===== src/rtl/mem_port_arbiter_if.sv =====
// Bundles the fetch port, load/store port and memory-side bus of the unified
// memory arbiter so the pipeline, memory and arbiter share one connection.
interface mem_port_arbiter_if #(
    parameter int ADDR_W = 32,
    parameter int DATA_W = 32
);
    logic              if_req;
    logic [ADDR_W-1:0] if_addr;
    logic              if_ready;
    logic [DATA_W-1:0] if_rdata;

    logic              dm_req;
    logic              dm_we;
    logic [ADDR_W-1:0] dm_addr;
    logic [DATA_W-1:0] dm_wdata;
    logic              dm_ready;
    logic [DATA_W-1:0] dm_rdata;

    logic              mem_en;
    logic              mem_we;
    logic [ADDR_W-1:0] mem_addr;
    logic [DATA_W-1:0] mem_wdata;
    logic [DATA_W-1:0] mem_rdata;

    logic              busy;

    // Arbiter side
    modport slave (
        input  if_req, if_addr, dm_req, dm_we, dm_addr, dm_wdata, mem_rdata,
        output if_ready, if_rdata, dm_ready, dm_rdata,
        output mem_en, mem_we, mem_addr, mem_wdata, busy
    );

    // Pipeline plus memory side
    modport master (
        output if_req, if_addr, dm_req, dm_we, dm_addr, dm_wdata, mem_rdata,
        input  if_ready, if_rdata, dm_ready, dm_rdata,
        input  mem_en, mem_we, mem_addr, mem_wdata, busy
    );
endinterface


===== src/rtl/mem_port_arbiter.sv =====
// Shares one fixed-latency single-port memory between the IF fetch port and the
// MEM load/store port; DM has priority, bounded by a fetch starvation guard.
module mem_port_arbiter #(
    parameter int ADDR_W       = 32,
    parameter int DATA_W       = 32,
    parameter int MEM_LAT      = 2,
    parameter int STARVE_LIMIT = 4
) (
    input  logic               CLK_IN,
    input  logic               GLOBALRESET,
    mem_port_arbiter_if.slave  bus
);

    localparam int CNT_W = (MEM_LAT < 2) ? 1 : $clog2(MEM_LAT + 1);
    localparam int STV_W = (STARVE_LIMIT < 2) ? 1 : $clog2(STARVE_LIMIT + 1);
    localparam logic [CNT_W-1:0] LAT_LOAD   = CNT_W'(MEM_LAT);
    localparam logic [STV_W-1:0] STARVE_MAX = STV_W'(STARVE_LIMIT);

    typedef enum logic [1:0] {
        ST_IDLE   = 2'd0,
        ST_ACCESS = 2'd1,
        ST_DONE   = 2'd2
    } state_t;

    state_t            r_state;
    state_t            w_state_next;

    logic              w_grant_if;
    logic              w_grant_dm;
    logic              w_capture;
    logic [STV_W-1:0]  w_starve_next;

    logic [CNT_W-1:0]  r_cnt;
    logic [STV_W-1:0]  r_starve_cnt;
    logic              r_sel_dm;
    logic              r_store;

    logic              r_mem_en;
    logic              r_mem_we;
    logic [ADDR_W-1:0] r_mem_addr;
    logic [DATA_W-1:0] r_mem_wdata;
    logic              r_if_ready;
    logic [DATA_W-1:0] r_if_rdata;
    logic              r_dm_ready;
    logic [DATA_W-1:0] r_dm_rdata;
    logic              r_busy;

    // State register
    always_ff @(posedge CLK_IN) begin
        if (GLOBALRESET) begin
            r_state <= ST_IDLE;
        end else begin
            r_state <= w_state_next;
        end
    end

    // Next-state, arbitration and starvation bookkeeping
    always_comb begin
        w_state_next  = r_state;
        w_grant_if    = 1'b0;
        w_grant_dm    = 1'b0;
        w_capture     = 1'b0;
        w_starve_next = r_starve_cnt;

        case (r_state)
            ST_IDLE: begin
                // DM wins a tie unless fetch has already waited STARVE_LIMIT grants
                if (bus.dm_req && (!bus.if_req || (r_starve_cnt != STARVE_MAX))) begin
                    w_grant_dm   = 1'b1;
                    w_state_next = ST_ACCESS;
                end else if (bus.if_req) begin
                    w_grant_if   = 1'b1;
                    w_state_next = ST_ACCESS;
                end else begin
                    w_state_next = ST_IDLE;
                end
            end
            ST_ACCESS: begin
                if (r_cnt == {CNT_W{1'b0}}) begin
                    w_capture    = 1'b1;
                    w_state_next = ST_DONE;
                end else begin
                    w_state_next = ST_ACCESS;
                end
            end
            ST_DONE: begin
                w_state_next = ST_IDLE;
            end
            default: begin
                w_state_next = ST_IDLE;
            end
        endcase

        if (w_grant_if) begin
            w_starve_next = {STV_W{1'b0}};
        end else if (w_grant_dm) begin
            if (!bus.if_req) begin
                w_starve_next = {STV_W{1'b0}};
            end else if (r_starve_cnt != STARVE_MAX) begin
                w_starve_next = r_starve_cnt + STV_W'(1);
            end else begin
                w_starve_next = r_starve_cnt;
            end
        end else begin
            w_starve_next = r_starve_cnt;
        end
    end

    // Grant latch, latency counter and starvation counter
    always_ff @(posedge CLK_IN) begin
        if (GLOBALRESET) begin
            r_cnt        <= {CNT_W{1'b0}};
            r_starve_cnt <= {STV_W{1'b0}};
            r_sel_dm     <= 1'b0;
            r_store      <= 1'b0;
        end else begin
            r_starve_cnt <= w_starve_next;
            if (w_grant_dm || w_grant_if) begin
                r_cnt    <= LAT_LOAD;
                r_sel_dm <= w_grant_dm;
                r_store  <= w_grant_dm & bus.dm_we;
            end else if ((r_state == ST_ACCESS) && (r_cnt != {CNT_W{1'b0}})) begin
                r_cnt <= r_cnt - CNT_W'(1);
            end else begin
                r_cnt <= r_cnt;
            end
        end
    end

    // Memory strobe: the winner's request is presented for exactly the first ACCESS cycle
    always_ff @(posedge CLK_IN) begin
        if (GLOBALRESET) begin
            r_mem_en    <= 1'b0;
            r_mem_we    <= 1'b0;
            r_mem_addr  <= {ADDR_W{1'b0}};
            r_mem_wdata <= {DATA_W{1'b0}};
        end else if (w_grant_dm) begin
            r_mem_en    <= 1'b1;
            r_mem_we    <= bus.dm_we;
            r_mem_addr  <= bus.dm_addr;
            r_mem_wdata <= bus.dm_wdata;
        end else if (w_grant_if) begin
            r_mem_en    <= 1'b1;
            r_mem_we    <= 1'b0;
            r_mem_addr  <= bus.if_addr;
            r_mem_wdata <= {DATA_W{1'b0}};
        end else begin
            r_mem_en    <= 1'b0;
            r_mem_we    <= 1'b0;
            r_mem_addr  <= {ADDR_W{1'b0}};
            r_mem_wdata <= {DATA_W{1'b0}};
        end
    end

    // Response capture and single-cycle ready pulses; stores leave dm_rdata untouched
    always_ff @(posedge CLK_IN) begin
        if (GLOBALRESET) begin
            r_if_ready <= 1'b0;
            r_dm_ready <= 1'b0;
            r_if_rdata <= {DATA_W{1'b0}};
            r_dm_rdata <= {DATA_W{1'b0}};
        end else if (w_capture && r_sel_dm) begin
            r_if_ready <= 1'b0;
            r_dm_ready <= 1'b1;
            if (!r_store) begin
                r_dm_rdata <= bus.mem_rdata;
            end else begin
                r_dm_rdata <= r_dm_rdata;
            end
        end else if (w_capture) begin
            r_if_ready <= 1'b1;
            r_dm_ready <= 1'b0;
            r_if_rdata <= bus.mem_rdata;
        end else begin
            r_if_ready <= 1'b0;
            r_dm_ready <= 1'b0;
        end
    end

    // Busy mirrors the registered state so it is glitch-free
    always_ff @(posedge CLK_IN) begin
        if (GLOBALRESET) begin
            r_busy <= 1'b0;
        end else begin
            r_busy <= (w_state_next != ST_IDLE);
        end
    end

    assign bus.mem_en    = r_mem_en;
    assign bus.mem_we    = r_mem_we;
    assign bus.mem_addr  = r_mem_addr;
    assign bus.mem_wdata = r_mem_wdata;
    assign bus.if_ready  = r_if_ready;
    assign bus.if_rdata  = r_if_rdata;
    assign bus.dm_ready  = r_dm_ready;
    assign bus.dm_rdata  = r_dm_rdata;
    assign bus.busy      = r_busy;

endmodule


===== src/flat_wrapper.sv =====
// flat-port wrapper written by rule: the top's interface ports become plain ports
module mem_port_arbiter_flat 
#(
    parameter int ADDR_W       = 32,
    parameter int DATA_W       = 32,
    parameter int MEM_LAT      = 2,
    parameter int STARVE_LIMIT = 4
)
  (CLK_IN, GLOBALRESET, bus_if_req, bus_if_addr, bus_dm_req, bus_dm_we, bus_dm_addr, bus_dm_wdata, bus_mem_rdata, bus_if_ready, bus_if_rdata, bus_dm_ready, bus_dm_rdata, bus_mem_en, bus_mem_we, bus_mem_addr, bus_mem_wdata, bus_busy);
  mem_port_arbiter_if #(.ADDR_W(ADDR_W), .DATA_W(DATA_W)) bus_i ();
  input  logic CLK_IN;
  input  logic GLOBALRESET;
  input wire logic [$bits(bus_i.if_req)-1:0] bus_if_req;
  input wire logic [$bits(bus_i.if_addr)-1:0] bus_if_addr;
  input wire logic [$bits(bus_i.dm_req)-1:0] bus_dm_req;
  input wire logic [$bits(bus_i.dm_we)-1:0] bus_dm_we;
  input wire logic [$bits(bus_i.dm_addr)-1:0] bus_dm_addr;
  input wire logic [$bits(bus_i.dm_wdata)-1:0] bus_dm_wdata;
  input wire logic [$bits(bus_i.mem_rdata)-1:0] bus_mem_rdata;
  output wire logic [$bits(bus_i.if_ready)-1:0] bus_if_ready;
  output wire logic [$bits(bus_i.if_rdata)-1:0] bus_if_rdata;
  output wire logic [$bits(bus_i.dm_ready)-1:0] bus_dm_ready;
  output wire logic [$bits(bus_i.dm_rdata)-1:0] bus_dm_rdata;
  output wire logic [$bits(bus_i.mem_en)-1:0] bus_mem_en;
  output wire logic [$bits(bus_i.mem_we)-1:0] bus_mem_we;
  output wire logic [$bits(bus_i.mem_addr)-1:0] bus_mem_addr;
  output wire logic [$bits(bus_i.mem_wdata)-1:0] bus_mem_wdata;
  output wire logic [$bits(bus_i.busy)-1:0] bus_busy;
  assign bus_i.if_req = bus_if_req;
  assign bus_i.if_addr = bus_if_addr;
  assign bus_i.dm_req = bus_dm_req;
  assign bus_i.dm_we = bus_dm_we;
  assign bus_i.dm_addr = bus_dm_addr;
  assign bus_i.dm_wdata = bus_dm_wdata;
  assign bus_i.mem_rdata = bus_mem_rdata;
  assign bus_if_ready = bus_i.if_ready;
  assign bus_if_rdata = bus_i.if_rdata;
  assign bus_dm_ready = bus_i.dm_ready;
  assign bus_dm_rdata = bus_i.dm_rdata;
  assign bus_mem_en = bus_i.mem_en;
  assign bus_mem_we = bus_i.mem_we;
  assign bus_mem_addr = bus_i.mem_addr;
  assign bus_mem_wdata = bus_i.mem_wdata;
  assign bus_busy = bus_i.busy;
  mem_port_arbiter #(.ADDR_W(ADDR_W), .DATA_W(DATA_W), .MEM_LAT(MEM_LAT), .STARVE_LIMIT(STARVE_LIMIT)) u_core (.CLK_IN(CLK_IN), .GLOBALRESET(GLOBALRESET), .bus(bus_i));
endmodule

===== config.mk =====
export PLATFORM = sky130hd
export DESIGN_NAME = mem_port_arbiter_flat
export DESIGN_NICKNAME = d
export VERILOG_FILES = /design/src/rtl/mem_port_arbiter_if.sv /design/src/rtl/mem_port_arbiter.sv /design/src/flat_wrapper.sv
export SDC_FILE = /design/constraint.sdc
export NUM_CORES = 1
export LEC_CHECK = 0
export ABC_AREA = 0
export BUFFER_PORTS_ARGS = -buffer_cell sky130_fd_sc_hd__buf_2
export CORE_MARGIN = 2
export CORE_UTILIZATION = 35
export DETAILED_ROUTE_END_ITERATION = 8
export MAX_ROUTING_LAYER = met4
export PLACE_DENSITY_LB_ADDON = 0.12
export SLEW_MARGIN = 20
export SYNTH_ARGS = -nofsm -noshare
export SYNTH_HDL_FRONTEND = slang
export SYNTH_SLANG_ARGS = --single-unit

===== constraint.sdc =====
create_clock -name CLK_IN -period 2.5 [get_ports CLK_IN]
set_input_delay 0.125 -clock CLK_IN [delete_from_list [all_inputs] [get_ports CLK_IN]]
set_output_delay 0.125 -clock CLK_IN [all_outputs]
set_load 0.1 [all_outputs]

==> qor.txt <==
largest stage delay on the critical path - 0.58 ns
First DRT Iteration DRCs - 296
vias per inst - 4.89
Synth top cells by count - dfxtp_1 (142), a21oi_1 (100), nand3_1 (98), nand2_1 (66)
Min-Delay Path Depth - 4
Worst Hold End - u_core.r_cnt[0]
reg2reg end - u_core.bus.mem_addr[9]
Max FO, Critical Path - 29
CTS max path bufs - 2
grt total ovfl - 0
Post-Syn Nets - 706
FP Rows - 43
hpwl dp - 10.3 mm
final max-slew violation count - 0
Mapped Cells - 570
final WL - 16.8 mm
ant diodes - 0
Tightest Pin Transition - 0.775 ns
leakage - 3.83 nW
final instance area - 8300 sq um
power density cells - 762 nW/um^2
synthesized area - 5010 sq um
Final min period - 2.24 ns
post-route ant nets - 0
die area - 15300 sq um
sequential area share after synthesis - 56.8%
relative slew slack - 48.4%
Avg WL per Cell - 14.8 microns
most common flop cell mapped by yosys - dfxtp_1
Crit. End Element - flop
area grow syn2layout - 65.7%
share of cells above drive strength 1 - 33.5%
Seq cells post-synth - 142
Via Count - 5550
Post-CTS Setup Repair Bufs - 0
Slowest cell on crit path - dlygate4sd3_1
count leader, synth - dfxtp_1
R2R Setup Slk - 0.26 ns
vias in the first global route - 5448
Arrival @ worst endpoint - 2.58 ns
Register-to-Register Path Depth - 7
Mapped Avg Cell Area - 8.78 sq um
first-pass GRT wire length - 25.7 mm
fin nets - 1079
largest net degree at the start of global routing - 71
largest area contributor in the synthesized netlist - dfxtp_1
final setup violating endpoints - 0
worst path cell trace - inv_1 > ha_1 > nand3_1 > buf_4 > nand3_1 > a21oi_1 > dlygate4sd3_1
outcome - complete, no violations
synth top area cells - dfxtp_1 (57%), a21oi_1 (10%), nand3_1 (9.8%)
final hold vios - 0
Ys Warns - 0
# Max-Cap Violations - 0
Crit Path Class - flop to flop
HP Class - primary input to flop
Chip Width - 124 microns
initial antenna violation count - 0
htree depth - 4
Clock Skew - 0.00760 ns
crit share post-route - 89.5%
Clock Latency Late Sink - 0.41 ns
CTS buffer count - 17
TritonCTS Sinks - 142
Total GRT Usage - 22.2%
Crit path required time - 2.84 ns
# port buffers - 265
Synth cell types - 35
CTS tree - done
DRC viols - 0
Initial Utilization - 35.9%
Peak Freq - 447 MHz
GP Congestion - 0.777
Reg clk slew, reported paths - 0.06 ns
worst hold start - bus_dm_req
top-area cell type share of the netlist area - 56.8%
post-synthesis async set-or-reset flop share - 0%
Fillers - 1226
I/O pins - 266
Core Area - 13900 sq um
Critical R2R Launch - u_core.r_starve_cnt[0]
unrepaired setup endpoints after global routing - false
critical path launch point type - flop
Post-synth EDFFs - 0
post-placement cell area - 6460 sq um
Critical Path Most Common Cell - nand3_1
Max IR drop VDD - 418 uV
setup TNS - 0 ns
Root Buffer - clkbuf_16
TritonRoute pass-1 iters - 7
Die H - 124 microns
[timing repair]
action,CTS,global route
resized for setup,0,0
hold endpoints to repair,128,0
hold buffers,129,0
[worst max path at each step]
| stage | end | slack, ns | startpoint |
|---|---|---|---|
| 6_report | u_core.bus.mem_addr[9] | 0.26 | u_core.r_starve_cnt[0] |
| 5_1_grt | u_core.bus.mem_addr[15] | 0.10 | u_core.r_starve_cnt[0] |
| 4_1_cts | u_core.bus.mem_addr[7] | 0.32 | u_core.r_starve_cnt[0] |
| 3_5_place_dp | u_core.r_starve_cnt[0] | 0.67 | u_core.r_starve_cnt[0] |
| 3_3_place_gp | u_core.r_starve_cnt[0] | 0.84 | u_core.r_starve_cnt[0] |
| 2_1_floorplan | u_core.r_cnt[1] | 1.02 | u_core.r_cnt[0] |
[logic make-up after synthesis]
group                      Yosys count  synth area share [%]
xor gates and xnor gates             1                 0.175
muxes                                1                 0.225
DFF                                142                  56.8
buffers and inverters               59                  4.97
adders and majority gates            3                 0.750
and+or+nand+nor                    223                  22.6
AOI/OAI and AO/OA                  141                  14.5
[cell usage in the layout, fill, tap and decap left out, types with 3 or more instances in the layout]
| master | n |
|---|---|
| dlygate4sd3_1 | 129 |
| and2_1 | 35 |
| a21oi_1 | 100 |
| buf_2 | 264 |
| o21ai_0 | 35 |
| nand3_1 | 98 |
| clkinvlp_4 | 3 |
| buf_4 | 13 |
| clkbuf_16 | 17 |
| ha_1 | 3 |
| dfxtp_1 | 142 |
| clkinv_2 | 5 |
| inv_1 | 7 |
| nand2_1 | 66 |
| nor2_1 | 6 |
| clkinv_4 | 4 |
[flip-flops by register name (all words and copies together) (netlist names)]
name                  flops
u_core.r_starve_cnt       3
u_core.r_state            2
u_core.bus.busy           1
u_core.bus.mem_we         1
u_core.r_cnt              2
u_core.bus.if_rdata      32
u_core.bus.if_ready       1
u_core.bus.dm_ready       1
u_core.bus.mem_addr      32
u_core.bus.mem_wdata     32
u_core.r_sel_dm           1
u_core.bus.mem_en         1
u_core.r_store            1
u_core.bus.dm_rdata      32
[area by class of cell]
type / instances / area [sq um] / area share, %
tap: 180 / 225 / 2.71
clock buffer: 19 / 453 / 5.46
multi-input combinational: 369 / 1950 / 23.5
inverter: 7 / 26.3 / 0.317
sequential: 142 / 2840 / 34.3
clock inverter: 13 / 91.3 / 1.10
timing repair buffer: 406 / 2710 / 32.7
[metal layers]
metal | part of all wire (%) | vias to the layer above | track usage [%]
li1 | - | 2693 | -
met1 | 41 | 2602 | 24.6
met2 | 50 | 221 | 37.4
met3 | 6.8 | 34 | 5.77
met4 | 2.3 | 0 | 9.94
met5 | 0 | - | -
[critical path, delay by kind of cell, from the launching register on]
kind                     cells  cell delay (ns)
AO/OA/AOI/OAI                1             0.17
adder cells (fa/ha/maj)      1             0.22
flip-flops                   1             0.38
AND/OR/NAND/NOR              2             0.39
buffers and inverters        3             1.01
[power by group]
part	total [mW]	switching [mW]	internal, mW
Sequential	2.44	0.0547	2.38
Combinational	1.61	1.19	0.422
Clock	2.27	0.953	1.32
[per-stage QoR]
step	instances	power [mW]	util, %	hold WS, ns	setup slack (ns)
after detailed placement	975	3.93	46.4	0.328	0.670
after CTS	1136	6.37	59.5	0.125	0.318
after floorplan	570	3.60	-	0.247	1.02
after global placement	975	3.91	46.4	0.325	0.842
final	1136	6.32	59.5	0.147	0.261
after global routing	1136	6.58	59.5	0.146	0.104
Note: power is estimated with default switching activity, not from simulation.
